===== config.mk =====
export PLATFORM = sky130hd
export DESIGN_NAME = axi_rback_burst_rd
export DESIGN_NICKNAME = d
export VERILOG_FILES = /design/src/rtl/axi_rback_pkg.sv /design/src/rtl/axi_rback_burst_rd_skid_fifo.sv /design/src/rtl/axi_rback_burst_rd.sv
export SDC_FILE = /design/constraint.sdc
export NUM_CORES = 1
export LEC_CHECK = 0
export BUFFER_PORTS_ARGS = -buffer_cell sky130_fd_sc_hd__buf_2
export CAP_MARGIN = 15
export CORE_MARGIN = 5
export CORE_UTILIZATION = 55
export CTS_BUF_LIST = sky130_fd_sc_hd__clkbuf_16
export DETAILED_ROUTE_END_ITERATION = 12
export GPL_ROUTABILITY_DRIVEN = 0
export PLACE_DENSITY = 0.83
export SETUP_SLACK_MARGIN = 0.1
export SKIP_CTS_REPAIR_TIMING = 1
export SLEW_MARGIN = 20
export SYNTH_ARGS = -nofsm -noshare
export SYNTH_HDL_FRONTEND = slang
export SYNTH_HIERARCHICAL = 1
export SYNTH_SLANG_ARGS = --single-unit

===== constraint.sdc =====
create_clock -name axi_clk -period 3.1 [get_ports axi_clk]
set_input_delay 0.155 -clock axi_clk [delete_from_list [all_inputs] [get_ports axi_clk]]
set_output_delay 0.155 -clock axi_clk [all_outputs]
set_load 0.05 [all_outputs]

===== src/rtl/axi_rback_pkg.sv =====
// Shared definitions for the readback read-burst engine: AXI burst/response codes,
// the engine state encoding and the skid FIFO entry layout.
package axi_rback_pkg;

  localparam logic [1:0] BURST_FIXED = 2'b00;
  localparam logic [1:0] BURST_INCR  = 2'b01;
  localparam logic [1:0] BURST_WRAP  = 2'b10;

  localparam logic [1:0] RESP_OKAY   = 2'b00;
  localparam logic [1:0] RESP_SLVERR = 2'b10;

  // Cycles from ren to valid dev_rdata.
  localparam int RBACK_RD_LATENCY = 2;

  typedef enum logic [2:0] {
    S_IDLE,
    S_START,
    S_SEL,
    S_READ,
    S_DRAIN
  } state_e;

  typedef struct packed {
    logic [31:0] data;
    logic [1:0]  resp;
    logic        last;
  } rbeat_t;

endpackage


===== src/rtl/axi_rback_burst_rd_skid_fifo.sv =====
// Small registered-output FIFO holding R beats (data, resp, last) between the
// fixed-latency device pipe and the backpressured R channel.
module rback_skid_fifo
  import axi_rback_pkg::*;
#(
  parameter int DEPTH_LOG2 = 2
) (
  input  logic                axi_clk,
  input  logic                arst,
  input  logic                push_i,
  input  rbeat_t              push_data_i,
  input  logic                pop_i,
  output rbeat_t              head_o,
  output logic                valid_o,
  output logic [DEPTH_LOG2:0] count_o
);

  localparam int                  DEPTH   = 1 << DEPTH_LOG2;
  localparam logic [DEPTH_LOG2-1:0] PTR_ONE = 1;
  localparam logic [DEPTH_LOG2:0]   CNT_ONE = 1;

  rbeat_t                mem_q [DEPTH];
  logic [DEPTH_LOG2-1:0] wr_ptr_q, rd_ptr_q;
  logic [DEPTH_LOG2:0]   count_q;
  logic                  do_pop;

  assign do_pop = pop_i && (count_q != '0);

  always_ff @(posedge axi_clk) begin
    if (arst) begin
      wr_ptr_q <= '0;
      rd_ptr_q <= '0;
      count_q  <= '0;
      // NOTE: storage is reset as well, so the R outputs read 0 straight out of reset.
      for (int i = 0; i < DEPTH; i++) mem_q[i] <= '0;
    end else begin
      if (push_i) begin
        mem_q[wr_ptr_q] <= push_data_i;
        wr_ptr_q        <= wr_ptr_q + PTR_ONE;
      end
      if (do_pop) rd_ptr_q <= rd_ptr_q + PTR_ONE;
      case ({push_i, do_pop})
        2'b10:   count_q <= count_q + CNT_ONE;
        2'b01:   count_q <= count_q - CNT_ONE;
        default: count_q <= count_q;
      endcase
    end
  end

  assign head_o  = mem_q[rd_ptr_q];
  assign valid_o = (count_q != '0);
  assign count_o = count_q;

endmodule


===== src/rtl/axi_rback_burst_rd.sv =====
// AXI3-subset read burst engine for the readback stores: AR accept, device addressing,
// fixed-latency data capture and R skid buffering. Define RBACK_WRAP_BURST_EN for WRAP bursts.
module axi_rback_burst_rd
  import axi_rback_pkg::*;
#(
  parameter int AXI_RD_ADDR_BITS = 14,
  parameter int RBACK_DEPTH      = 11,
  parameter int FIFO_DEPTH_LOG2  = 2,
  parameter int ID_WIDTH         = 12
) (
  input  logic                        axi_clk,
  input  logic                        arst,
  input  logic [AXI_RD_ADDR_BITS-1:0] araddr,
  input  logic [ID_WIDTH-1:0]         arid,
  input  logic [3:0]                  arlen,
  input  logic [1:0]                  arburst,
  input  logic                        arvalid,
  output logic                        arready,
  output logic [31:0]                 rdata,
  output logic [ID_WIDTH-1:0]         rid,
  output logic [1:0]                  rresp,
  output logic                        rlast,
  output logic                        rvalid,
  input  logic                        rready,
  output logic [AXI_RD_ADDR_BITS-1:0] pre_araddr,
  output logic                        start_burst,
  output logic [RBACK_DEPTH-1:0]      raddr,
  output logic                        ren,
  input  logic [31:0]                 dev_rdata,
  input  logic                        dev_selected,
  output logic                        busy
);

  localparam int FIFO_ENTRIES = 1 << FIFO_DEPTH_LOG2;

  state_e                      state_q, state_d;
  logic [AXI_RD_ADDR_BITS-1:0] addr_q;
  logic [ID_WIDTH-1:0]         id_q;
  logic [3:0]                  len_q;
  logic [1:0]                  burst_q;
  logic                        sel_q;
  logic [3:0]                  issued_q, pushed_q;
  logic [RBACK_DEPTH-1:0]      raddr_q;
  logic [RBACK_RD_LATENCY-1:0] ren_pipe_q;

  logic                        ar_hs, push, room;
  logic [3:0]                  next_beat;
  logic [RBACK_DEPTH-1:0]      base_lo, incr_addr, next_addr;
  logic [FIFO_DEPTH_LOG2:0]    fifo_count;
  rbeat_t                      push_beat, head;

  assign ar_hs = arvalid && arready;
  assign push  = ren_pipe_q[RBACK_RD_LATENCY-1];
  // Anything already requested from the devices still needs a FIFO slot.
  assign room  = (int'(fifo_count) + $countones(ren_pipe_q)) < FIFO_ENTRIES;

`ifdef RBACK_WRAP_BURST_EN
  logic [RBACK_DEPTH-1:0] wrap_mask;
  logic                   wrap_ok;
  assign wrap_mask = RBACK_DEPTH'(len_q);
  assign wrap_ok   = (burst_q == BURST_WRAP) && (len_q inside {4'd1, 4'd3, 4'd7, 4'd15});
`endif

  // raddr_q always holds the address of the next beat to be requested.
  assign next_beat = (state_q == S_SEL) ? 4'd0 : issued_q + 4'd1;

  always_comb begin
    base_lo   = addr_q[RBACK_DEPTH-1:0];
    incr_addr = base_lo + RBACK_DEPTH'(next_beat);
    next_addr = (burst_q == BURST_FIXED) ? base_lo : incr_addr;
`ifdef RBACK_WRAP_BURST_EN
    if (wrap_ok) next_addr = (base_lo & ~wrap_mask) | (incr_addr & wrap_mask);
`endif
  end

  always_ff @(posedge axi_clk) begin
    // NOTE: clocked state uses non-blocking assignments so every register samples pre-edge values.
    if (arst) state_q <= S_IDLE;
    else      state_q <= state_d;
  end

  always_comb begin
    state_d = state_q;
    case (state_q)
      S_IDLE:  if (arvalid) state_d = S_START;
      S_START: state_d = S_SEL;
      S_SEL:   state_d = S_READ;
      S_READ:  if (ren && (issued_q == len_q)) state_d = S_DRAIN;
      S_DRAIN: if (rvalid && rready && rlast) state_d = S_IDLE;
      default: state_d = S_IDLE;
    endcase
  end

  always_comb begin
    // NOTE: defaults first so no path through the case leaves an output unassigned (no latches).
    arready     = 1'b0;
    start_burst = 1'b0;
    busy        = 1'b1;
    ren         = 1'b0;
    case (state_q)
      S_IDLE: begin
        arready = 1'b1;
        busy    = 1'b0;
      end
      S_START: start_burst = 1'b1;
      S_READ:  ren = room;
      default: ;
    endcase
  end

  always_ff @(posedge axi_clk) begin
    if (arst) begin
      addr_q     <= '0;
      id_q       <= '0;
      len_q      <= '0;
      burst_q    <= '0;
      sel_q      <= 1'b0;
      issued_q   <= '0;
      pushed_q   <= '0;
      raddr_q    <= '0;
      ren_pipe_q <= '0;
    end else begin
      if (ar_hs) begin
        addr_q  <= araddr;
        id_q    <= arid;
        len_q   <= arlen;
        burst_q <= arburst;
      end
      if (state_q == S_SEL) begin
        sel_q    <= dev_selected;
        raddr_q  <= next_addr;
        issued_q <= '0;
        pushed_q <= '0;
      end else begin
        if (ren) begin
          raddr_q  <= next_addr;
          issued_q <= issued_q + 4'd1;
        end
        if (push) pushed_q <= pushed_q + 4'd1;
      end
      ren_pipe_q <= {ren_pipe_q[RBACK_RD_LATENCY-2:0], ren};
    end
  end

  // An unclaimed burst still returns every beat, zeroed and flagged SLVERR.
  always_comb begin
    push_beat.data = sel_q ? dev_rdata : 32'd0;
    push_beat.resp = sel_q ? RESP_OKAY : RESP_SLVERR;
    push_beat.last = (pushed_q == len_q);
  end

  rback_skid_fifo #(
    .DEPTH_LOG2 (FIFO_DEPTH_LOG2)
  ) u_fifo (
    .axi_clk     (axi_clk),
    .arst        (arst),
    .push_i      (push),
    .push_data_i (push_beat),
    .pop_i       (rready),
    .head_o      (head),
    .valid_o     (rvalid),
    .count_o     (fifo_count)
  );

  assign rdata      = head.data;
  assign rresp      = head.resp;
  assign rlast      = head.last && rvalid;
  assign rid        = id_q;
  assign raddr      = raddr_q;
  assign pre_araddr = addr_q;

endmodule


# Word level (Yosys, flattened, before mapping)
# Memories as Yosys holds them, arrays and structs flattened. A register that Yosys moved wholly into a read port is not among the register bits.
# Cells that the tools add are included.
# word_totals
inputBits,69
mem_bits_rw,140
memories,1
out_inout_bits,77
regBits,64
word_cells,73
# memory_table
memory,words,width,read_ports,rd_ports_with_merged_regs,wr,line,rtl
u_fifo.mem_q,4,35,1,1,4,axi_rback_burst_rd_skid_fifo.sv:22,rbeat_t mem_q [DEPTH];
# classes
n_lt_le_gt_ge,1
add_sub_neg,9
n_reduce_logical,13
n_mux,25
n_eq_ne,11
# ops
cell,count
2-to-1 mux 35 bit,1
OR reduction 35 bit,1
2-to-1 mux 11 bit,3
2-to-1 mux 32 bit,1
case mux 3 bit (5 select lines),1
adder 11 x 4 -> 11 bit,1
2-to-1 mux 1 bit,10
2-to-1 mux 3 bit,3
"adder 4 x 1 -> 4 bit, second input constant",2
== test 4 bit,2
2-to-1 mux 2 bit,4
"== test 3 x 2 -> 1 bit, second input constant",2
"!= test 2 bit, second input constant",3
case mux 3 bit (2 select lines),1
logical AND 1 bit,5
"adder 2 x 1 -> 2 bit, second input constant",2
adder 3 x 2 -> 4 bit,1
"< comparator 4 x 3 -> 1 bit, second input constant",1
2-to-1 mux 4 bit,1
nonzero test 2 bit,2
"adder 3 x 1 -> 3 bit, second input constant",1
"== test 3 x 1 -> 1 bit, second input constant",1
"== test 3 bit, second input constant",1
logical NOT 3 bit,1
other kinds (8),8

# Longest topological paths before layout
# Gate-level depths: netlist of run 1.
# depth
ltp_word,7
ltp_mapped,11
ltp_nobuf,9

# By module
# Netlist of run 1, hierarchy kept.
# by_module_without_submodules
module,seq_area_each_um2,area_per_inst_um2,cells_each,instances
rback_skid_fifo,4384.2,6299.8,420,1
axi_rback_burst_rd,1141.1,2783.9,347,1

# Worst setup path after synthesis of run 1
# Ideal clock, no wire load.
# synth_path
path_type,reg-to-reg
from,register u_fifo.wr_ptr_q[1]
to,"memory u_fifo/mem_q[0][0] (netlist bit), enable pin"
stages_incl_launch_ff,4
period_less_slack_ns,2.898
slack_ns,0.202
n_path_buf,1
setup_time_ns,0.435
required_time_ns,2.665
arrival_time_ns,2.463
cell_sequence,dfxtp_1 or2_2 buf_2 o21bai_1
# synth_rtl
element,line,rtl
from (decl),axi_rback_burst_rd_skid_fifo.sv:23,"logic [DEPTH_LOG2-1:0] wr_ptr_q, rd_ptr_q;"
from (signal assigned),axi_rback_burst_rd_skid_fifo.sv:39,wr_ptr_q <= wr_ptr_q + PTR_ONE;
to (decl),axi_rback_burst_rd_skid_fifo.sv:22,

# Worst setup path after layout of run 1
# layout_path
from,register state_q[2]
to,register raddr_q[10] (netlist: raddr[10])
# layout_via
elab_chain_cells,6
elab_cells_between_ends,9
classes_between,add/sub: 1; eq/ne: 2; mux: 5; reduce/logical: 1
# layout_lines
element,line,rtl
from (decl),axi_rback_burst_rd.sv:36,"state_e state_q, state_d;"
from (signal assigned),axi_rback_burst_rd.sv:79,else state_q <= state_d;
== test 3 x 2 -> 1 bit,"axi_rback_burst_rd.sv:65, axi_rback_burst_rd.sv:129",
2-to-1 mux 4 bit,axi_rback_burst_rd.sv:65,assign next_beat = (state_q == S_SEL) ? 4'd0 : issued_q + 4'd1;
adder 11 x 4 -> 11 bit,axi_rback_burst_rd.sv:69,incr_addr = base_lo + RBACK_DEPTH'(next_beat);
2-to-1 mux 11 bit,axi_rback_burst_rd.sv:70,next_addr = (burst_q == BURST_FIXED) ? base_lo : incr_addr;
2-to-1 mux 11 bit,axi_rback_burst_rd.sv:135,if (ren) begin
2-to-1 mux 11 bit,axi_rback_burst_rd.sv:129,if (state_q == S_SEL) begin
to (signal assigned),axi_rback_burst_rd.sv:131,raddr_q <= next_addr;
to (signal assigned),axi_rback_burst_rd.sv:136,raddr_q <= next_addr;
to (decl),axi_rback_burst_rd.sv:43,logic [RBACK_DEPTH-1:0] raddr_q;
# Parallel ways exist; a longest one is shown, timed or not. The select of a mux whose other input is x is not followed.
# A chain may end at the register's enable or synchronous reset.

==> metrics.txt, run 1 <==
Fin Hold WS roughly 0.042 ns; cell leakage power between 4 and 5 nW; Root Buffer clkbuf_16; # DRC 0; sequential fraction of the synthesis area between 60 and 70%; Fmax 360 MHz; Power Dens Cells just under 600 nW/µm²; Fin. Hold Viols 0; RSZ-0062 raised after global routing no; TritonCTS clock tree yes; clock sink count slightly above 200; critical path class reg2reg; dpl ws 0.342 ns; gr usage total roughly a fifth; Rows between 40 and 50; area growth from synthesis to layout 20.5%; Core ar. 16,400 µm²; largest net degree at the start of global routing 46; met3 Usage GRT 4.45%; YS warnings 6; cell with the most instances after synthesis edfxtp_1; die area between 15,000 and 20,000 µm²; CP arrival 3.17 ns; Netlist cell types 53; post-synth top area cell edfxtp_1; post-synthesis area per instance approximately 12 µm²; PortBufs roughly 150; maxcap violations 0; Post-synth EDFFs 140; met2 usage about 36%; Final nets 1,017; post-synth top area share 46.3%; number of diodes 0; htree depth 1; clk slew on worst S/H paths approximately 0.060 ns; post-synthesis cell count approximately 770; GR peak layer met2; min Tclk post-route 2.78 ns; worst slew pin tran between 1 and 1.5 ns; Routed WL about 21,000 µm; Synth top cells by count 140 x edfxtp_1, 131 x nor2_1, 111 x nand2_1; drt initial violations 493; total power about 6.3 mW; grt met1 use approximately a quarter; CP Launch Type flop; Detail Route Antenna Nets 0; WL/cell approximately 18 µm; WP buf/inv 2; DRT Pass-1 Iters 5; CTS Buf Count 21; max-slew violations 0; Final Instance Count excl. Fillers between 1,000 and 1,500; utilization after layout between 60% and 70%; Synth area leaders edfxtp_1 46%, dfxtp_1 15%, mux4_2 7.4%; Cell Area, Synth approximately 9100 µm²; Placement Cell Area ~9900 µm²; Worst Hold Class in2reg; first-pass GRT wire length about 32,000 µm; CP peak stage delay 0.48 ns; Via-to-Cell Ratio 5.45; endpoints failing setup 0; Final Instance Area between 10,000 and 15,000 µm²; CP endpoint kind flop; clk_skew 0.00968 ns; critical-path cell list nor3b_2 -> buf_4 -> nor2_1 -> ha_1 -> inv_1 -> fa_1 -> nand2b_1 -> a21o_1 -> or4_1 -> a311oi_1; worst IR drop on VDD roughly 0.00045 V; Crit-path slowest cell dfxtp_1; initial antenna violation count 0; vias in the first global route between 6,000 and 7,000; die height between 100 and 150 µm; Slew headroom between 30% and 40%; CP top delay family simple AND/OR/NAND/NOR gates; FFs w/ async S/R, synth 0%; vias post-DR 6,382; fin worst setup slack approximately 0.32 ns; Yosys reg bits between 200 and 250; period utilization around nine tenths; status completed; Synth Flop Type edfxtp_1; dpl cells 1,100; Starting Density around 55%; Syn Nets 846; clock latency on the worst-skew pair 0.48 ns; TNS Setup 0 ns; CTS max path bufs 3; share of layout cells above drive strength 1 24.9%; post-DP HPWL 12,200 µm; critical path fanouts, max 9; Die Width about 140 µm; GRT overflow 0; Required @ worst endpoint about 3.5 ns; I/O pin count about 150
==> tightest hold or removal path, delay by kind of cell <==
family,cells,cell delay (ns)
simple gates,2,0.13
buf+inv,1,0.11
compound gates,1,0.07
==> cells by family after synthesis <==
group | Yosys count | share of synthesized area [%]
other | 1 | 0.0413
buffers and inverters | 91 | 5.25
AO/OA/AOI/OAI | 81 | 5.69
flip-flops | 206 | 60.8
AND/OR/NAND/NOR | 319 | 15.4
XOR/XNOR | 23 | 2.22
adder cells (fa/ha/maj) | 10 | 1.54
multiplexers | 36 | 8.99
==> cell usage in the layout, fill, tap and decap left out, types with 7 or more instances in the layout <==
cell type	count
and2_1	34
buf_4	12
xor2_1	13
edfxtp_1	140
nor2_1	131
mux4_2	30
o21ai_0	7
ha_1	8
nor3_1	10
xnor2_1	10
clkbuf_16	21
dfxtp_1	63
a311oi_1	8
nand2_1	111
a21oi_1	43
inv_1	50
dlygate4sd3_1	34
buf_2	145
==> power breakdown <==
| part | internal [mW] | total, mW | switching [mW] |
|---|---|---|---|
| sequential | 3.05 | 3.13 | 0.0812 |
| clock | 1.47 | 2.46 | 0.988 |
| combinational | 0.238 | 0.757 | 0.519 |
| total | 4.76 | 6.35 | 1.59 |
==> cell type report <==
class                           count  area (µm²)
Clock buffer                       21         526
Clock inverter                     16         143
Fill cell                        1108        5460
Inverter                           47         176
Multi-Input combinational cell    470        3120
Sequential cell                   206        5530
Tap cell                          220         275
Timing Repair Buffer              192        1180
==> flip-flops by register name, summed over array words and instances, names as in the netlist, 3 cells and up, named ones only <==
name / count
pushed_q: 4
pre_araddr: 14
state_q: 3
len_q: 4
u_fifo/count_o: 3
raddr: 11
rid: 12
u_fifo/mem_q: 140
issued_q: 4
==> path summary, 6_finish.rpt <==
path / startpoint / end / slack, ns / depth (start not counted)
max: state_q[2] / raddr[10] / 0.32 / 10
min reg2reg: rid[8] / rid[8] / 0.46 / 2
max reg2reg: state_q[2] / raddr[10] / 0.32 / 10
min: rready / state_q[2] / 0.04 / 4
==> layer usage <==
metal  routed length (µm)  vias to the layer above
met5                    0                        -
met1                 8000                     3073
li1                     -                     3015
met2                11000                      244
met3                 1430                       50
met4                  536                        0
Power figures use the tool's default switching activity.
==> run 2, diff against run 1 <==
--- a/config.mk
+++ b/config.mk
@@ -8,11 +8,11 @@
 export BUFFER_PORTS_ARGS = -buffer_cell sky130_fd_sc_hd__buf_2
 export CAP_MARGIN = 15
 export CORE_MARGIN = 5
-export CORE_UTILIZATION = 55
+export CORE_UTILIZATION = 45
 export CTS_BUF_LIST = sky130_fd_sc_hd__clkbuf_16
 export DETAILED_ROUTE_END_ITERATION = 12
 export GPL_ROUTABILITY_DRIVEN = 0
-export PLACE_DENSITY = 0.83
+export PLACE_DENSITY = 0.71
 export SETUP_SLACK_MARGIN = 0.1
 export SKIP_CTS_REPAIR_TIMING = 1
 export SLEW_MARGIN = 20
==> run 2 against run 1 <==
Net effect: clock skew is 0.00081 ns higher; first-iteration DRC count is 17% lower; sequential power is essentially flat; final cell count rose by 4.6%; die area grew 21%; combinational power about the same; worst hold slack got worse by 0.023 ns; global-route usage decreased by 4.0 points; cell area increased by 1.1%; setup slack improved by 0.25 ns; critical path type unchanged.
==> metrics.txt, run 2 (same netlist as run 1, synthesis figures left out) <==
number of diodes 0 (unchanged); gr usage total 16.4% (-4.0 points); reg-to-reg critical path endpoint raddr[10]; Worst Setup EP raddr[10]; critical path fanouts, max 8 (-1); Detail Route Antenna Nets 0 (unchanged); CP top delay family simple AND/OR/NAND/NOR gates; Worst Hold Class in2reg; fin worst setup slack 0.575 ns (+0.251 ns); CTS Buf Count 22 (+4.8%); clock sink count 206 (unchanged); R2R setup slack 0.57 ns (+0.25 ns); die area 23,100 µm² (+21%); DRT Pass-1 Iters 4 (-1); worst slew pin tran 1.03 ns (+0.0262 ns); Fin Hold WS 0.0192 ns (-0.0228 ns); cell leakage power 4.53 nW (+0.43%); first-pass GRT wire length 31,500 µm (-2.2%); Final Instance Count excl. Fillers 1,226 (+4.6%); Final Instance Area 11,100 µm² (+1.1%); maxcap violations 0 (unchanged); instance count on the critical path 9 (-1); WP buf/inv 1 (-1); critical path class reg2reg; reg2reg path depth 9 (-1); CP arrival 2.93 ns (-0.24 ns); die height 152 µm (+9.8%); RSZ-0062 raised after global routing no; share of layout cells above drive strength 1 25.2% (+0.31 points); CTS max path bufs 3 (unchanged); Fill cells 1,704 (+54%); commonest cells after routing, fill and taps aside 145 x buf_2, 140 x edfxtp_1, 131 x nor2_1; Reg with most FFs u_fifo/mem_q; period utilization 81.5% (-8.1 points); min Tclk post-route 2.53 ns (-0.251 ns); TNS Setup 0 ns (unchanged); worst r2r src state_q[2]; Die Width 152 µm (+9.8%); CP peak stage delay 0.47 ns (about the same); htree depth 1 (unchanged); Critical Path Start state_q[2]; post-DP HPWL 12,200 µm (+0.38%); Required @ worst endpoint 3.50 ns (about the same); Fmax 396 MHz (+9.9%); status completed; Final nets 1,019 (+0.20%); worst IR drop on VDD 0.000510 V (+12%); endpoints failing setup 0 (unchanged); Via-to-Cell Ratio 5.07 (-7.0%); Placement Cell Area 10,000 µm² (+1.3%); vias in the first global route 5,945 (-7.2%); # DRC 0 (unchanged); initial antenna violation count 1 (+1); Fin. Hold Viols 0 (unchanged); WL/cell 16.4 µm (-8.1%); max reg flops 140 (unchanged); max-slew violations 0 (unchanged); critical-path cell list nor3b_2 -> nor2_1 -> ha_1 -> inv_1 -> fa_1 -> nand2b_1 -> a21o_1 -> or4_1 -> a311oi_1; dpl cells 1,152 (+4.7%); CP endpoint kind flop; dpl ws 0.602 ns (+0.260 ns); Power Dens Cells 571 nW/µm² (-1.5%); largest net degree at the start of global routing 43 (-6.5%); Crit-path slowest cell dfxtp_1; TritonCTS clock tree yes; clk_skew 0.0105 ns (+0.000808 ns); PortBufs 145 (unchanged); Starting Density 45.3% (-10 points); clk slew on worst S/H paths 0.06 ns (about the same); most common cell after layout, fill and taps aside buf_2; vias post-DR 6,210 (-2.7%); Rows 52 (+11%); area growth from synthesis to layout 21.8%; GRT overflow 0 (unchanged); I/O pin count 146 (unchanged); Routed WL 20,100 µm (-3.8%); utilization after layout 55.2% (-12 points); Root Buffer clkbuf_16; Slew headroom 30.8% (-1.8 points); clock latency on the worst-skew pair 0.49 ns (about the same); total power 6.32 mW (-0.49%); drt initial violations 407 (-17%); Core ar. 20,000 µm² (+22%); CP Launch Type flop
run 2: changes by cell type in the layout (fill, tap and decap cells not counted), sizes merged:
cell,change
clkinv,+3
bufinv,-3
buf,+1
clkinvlp,+1
clkbuf,+3
inv,-1
run 2: worst min path at each step:
| stage | cells after the start | start | slack, ns | end |
|---|---|---|---|---|
| after floorplan | 2 | arlen[0] | 0.29 | len_q[0] |
| after global placement | 3 | dev_selected | 0.38 | sel_q |
| after detailed placement | 3 | dev_selected | 0.40 | sel_q |
| after CTS | 3 | arlen[2] | -0.12 | len_q[2] |
| after global routing | 4 | rready | 0.02 | state_q[2] |
| final | 4 | rready | 0.02 | state_q[2] |
run 2: final cells by class:
cell class                      instances  area, µm²  area share, %
Timing Repair Buffer                  193       1220           11.0
Clock buffer                           24        601           5.43
Inverter                               47        176           1.59
Clock inverter                         16       81.3          0.735
Tap cell                              270        338           3.05
Multi-Input combinational cell        470       3120           28.2
Sequential cell                       206       5530           50.0
run 2: worst register-to-register path, stage by stage, from the launching register on:
cell and delay (ns):
dfxtp_1 0.47, nor3b_2 0.09, nor2_1 0.10, ha_1 0.19, inv_1 0.06, fa_1 0.41
nand2b_1 0.19, a21o_1 0.21, or4_1 0.46, a311oi_1 0.26
run 2: per-layer routing:
layer | track usage, % | vias to the layer above | part of all wire, %
li1 | - | 3014 | -
met2 | 26.8 | 181 | 49
met4 | 3.51 | 2 | 1.7
met3 | 4.41 | 27 | 6.7
met5 | 0 | - | 0.065
met1 | 22.3 | 2986 | 43
run 2: power by group:
part,total [mW],internal (mW),switching (mW)
clock,2.44,1.40,1.04
combinational,0.757,0.240,0.516
sequential,3.12,3.05,0.0761
total,6.32,4.69,1.63
==> run 3, diff against run 2 <==
--- a/config.mk
+++ b/config.mk
@@ -5,6 +5,7 @@
 export SDC_FILE = /design/constraint.sdc
 export NUM_CORES = 1
 export LEC_CHECK = 0
+export ABC_AREA = 1
 export BUFFER_PORTS_ARGS = -buffer_cell sky130_fd_sc_hd__buf_2
 export CAP_MARGIN = 15
 export CORE_MARGIN = 5
@@ -12,7 +13,7 @@
 export CTS_BUF_LIST = sky130_fd_sc_hd__clkbuf_16
 export DETAILED_ROUTE_END_ITERATION = 12
 export GPL_ROUTABILITY_DRIVEN = 0
-export PLACE_DENSITY = 0.71
+export PLACE_DENSITY = 0.73
 export SETUP_SLACK_MARGIN = 0.1
 export SKIP_CTS_REPAIR_TIMING = 1
 export SLEW_MARGIN = 20
==> constraint.sdc (replaced) <==
create_clock -name axi_clk -period 2.2 [get_ports axi_clk]
set_input_delay 0.11 -clock axi_clk [delete_from_list [all_inputs] [get_ports axi_clk]]
set_output_delay 0.11 -clock axi_clk [all_outputs]
set_load 0.05 [all_outputs]
==> run 3 against run 2 <==
Net effect: setup slack worse by 0.41 ns; worst hold slack worse by 0.011 ns; die area up 5.6%; register-to-register slack worse by 0.38 ns; synthesized cell count up 37%; first-iteration DRC count up 10%; combinational power rose to 4.9 times the previous value; cell area up 8.7%; flip-flop and latch count unchanged; highest routed layer unchanged.
==> metrics.txt, run 3 <==
area growth from synthesis to layout 24.8%; FFs w/ async S/R, synth 0% (unchanged); min Tclk post-route 2.03 ns; Yosys reg bits 206 (unchanged); Clock power frac 29.0% (-9.6 points); TNS Setup 0 ns (unchanged); Psw 4.45 mW (+170%); clock latency on the worst-skew pair 0.52 ns (+0.03 ns); Synth Flop Type edfxtp_1; Required @ worst endpoint 2.09 ns (-1.41 ns); Synth Area in Compound Gates 10.8% (+5.2 points); Via-to-Cell Ratio 5.04 (-0.55%); vias in the first global route 7,425 (+25%); Synth area leaders edfxtp_1 44%, dfxtp_1 14%, nor2_1 8.2%; Fin. Hold Viols 0 (unchanged); worst hold path startpoint arvalid; Netlist cell types 41 (-23%); simple-gate portion of the synthesized area 20.3% (+4.9 points); Slew headroom 62.0% (+31 points); Power Dens Cells 976 nW/µm² (+71%); critical path fanouts, max 48 (+40); WL/cell 15.4 µm (-6.1%); post-DP HPWL 14,400 µm (+18%); post-synth top area share 43.6% (-2.6 points); clock sink count 206 (unchanged); # DRC 0 (unchanged); post-synth top area cell edfxtp_1; Die Width 156 µm (+2.8%); CP arrival 1.92 ns (-1.01 ns); most common cell after layout, fill and taps aside nor2_1; cell leakage power 4.89 nW (+7.9%); CTS max path bufs 3 (unchanged); max-slew violations 0 (unchanged); sequential fraction of the synthesis area 57.4% (-3.5 points); DRT Pass-1 Iters 5 (+1); worst r2r src state_q[0]; post-synthesis cell count 1,054 (+37%); XOR/XNOR Fraction of Synth Area 0.818% (-1.4 points); Rows 53 (+1.9%); htree depth 1 (unchanged); Gate power share 31.7% (+20 points); cell-internal power 7.28 mW (+55%); Syn Nets 1,133 (+34%); worst slew pin tran 0.569 ns (-0.466 ns); CP endpoint kind output port; Fmax about 500 MHz; vias post-DR 7,712 (+24%); Fin Hold WS 0.00821 ns (-0.0110 ns); CP Launch Type flop; Detail Route Antenna Nets 0 (unchanged); utilization after layout 57.2% (+2.0 points); largest net degree at the start of global routing 49 (+14%); reg2reg path depth 13 (+4); max reg flops 140 (unchanged); YS warnings 6 (unchanged); GRT overflow 0 (unchanged); Reg with most FFs u_fifo/mem_q; Starting Density 45.8% (+0.49 points); initial antenna violation count 1 (unchanged); gr usage total 18.3% (+1.8 points); die height 156 µm (+2.8%); dpl ws 0.0707 ns (-0.531 ns); share of layout cells above drive strength 1 22.8% (-2.4 points); CTS Buf Count 23 (+4.5%); Core ar. 21,000 µm² (+4.9%); I/O pin count 146 (unchanged); Synth Area in Adders 1.45% (-0.088 points); fin worst setup slack 0.167 ns (-0.408 ns); endpoints failing setup 0 (unchanged); post-synthesis area per instance 9.14 µm² (-23%); Post-synth EDFFs 140 (unchanged); Routed WL 23,600 µm (+17%); hold path cells 4 (unchanged); Cell Area, Synth 9630 µm² (+6.0%); Synth top cells by count 210 x nor2_1, 155 x inv_1, 140 x edfxtp_1; Final nets 1,319 (+29%); worst IR drop on VDD 0.000781 V (+53%); critical path class reg2out; Worst Hold Class in2reg; die area 24,400 µm² (+5.6%); maxcap violations 0 (unchanged); number of diodes 0 (unchanged); clk_skew 0.0202 ns (+0.00975 ns); Switching Fraction 37.9% (+12 points); Seq pwr share 39.3% (-10 points); Root Buffer clkbuf_16; PortBufs 145 (unchanged); multiplexer area fraction after synthesis 0.104% (-8.9 points); clk slew on worst S/H paths 0.06 ns (about the same); first-pass GRT wire length 36,600 µm (+16%); TritonCTS clock tree yes; drt initial violations 448 (+10%); commonest cells after routing, fill and taps aside 206 x nor2_1, 164 x inv_1, 140 x edfxtp_1; largest family of logic cells by synthesized area simple AND/OR/NAND/NOR gates; cell with the most instances after synthesis nor2_1; status completed; RSZ-0062 raised after global routing yes; period utilization between 90% and 100%
-- run 3: cell types whose count changed after synthesis, sizes merged, moves of 10 or more --
cell / change
o21ai: +99
o22ai: +35
a21oi: +10
clkbuf: +18
nor2: +112
and2: -34
inv: +113
mux4: -35
nand3: +36
-- run 3: worst paths after layout --
check	end	slack, ns
setup / recovery	rresp[1]	0.17
hold / removal	rid[3]	0.008
setup reg to reg	raddr[4]	0.19
hold reg to reg	ren_pipe_q[1]	0.43
-- run 3: worst max-delay path, stage by stage, from the launching register on --
cell      delay (ns)
dfxtp_2         0.37
clkbuf_8        0.33
o21ai_0         0.15
o22ai_1         0.25
clkbuf_4        0.29
-- run 3: per-layer routing --
metal	global-route usage (%)	part of all wire (%)	vias up
met2	30.9	49	285
met4	3.60	1.6	2
li1	-	-	3805
met3	4.01	7.7	39
met1	24.4	42	3581
met5	0	0.085	-
-- run 3: power by group through the flow --
stage                     sequential, mW  combinational (mW)  clock (mW)
final                               4.61                3.72        3.40
after global routing                4.64                4.01        3.63
after CTS                           4.59                3.58        3.46
after detailed placement            4.66                3.56           0
after global placement              4.66                3.52           0
after floorplan                     5.05                2.27           0
-- run 3: through the flow --
step           total power [mW]  std cells  cell area [µm²]
2_1_floorplan              7.32       1054             9660
3_3_place_gp               8.18       1450            10800
3_5_place_dp               8.23       1450            10800
4_1_cts                    11.6       1491            11500
5_1_grt                    12.3       1531            12000
6_report                   11.7       1531            12000
-- run 3: logic make-up after synthesis --
| kind of cell | Yosys count |
|---|---|
| other | 1 |
| buffers and inverters | 214 |
| xor gates and xnor gates | 9 |
| muxes | 1 |
| adders and majority gates | 10 |
| DFF | 206 |
| AOI/OAI and AO/OA | 197 |
| and+or+nand+nor | 416 |
-- run 3: final cells by class --
type / count / area [µm²]
clock buffer: 23 / 576
clock inverter: 18 / 90.1
fill: 1789 / 9000
inverter: 161 / 614
multi-input combinational: 634 / 3400
sequential: 206 / 5540
tap: 275 / 344
timing repair buffer: 214 / 1450
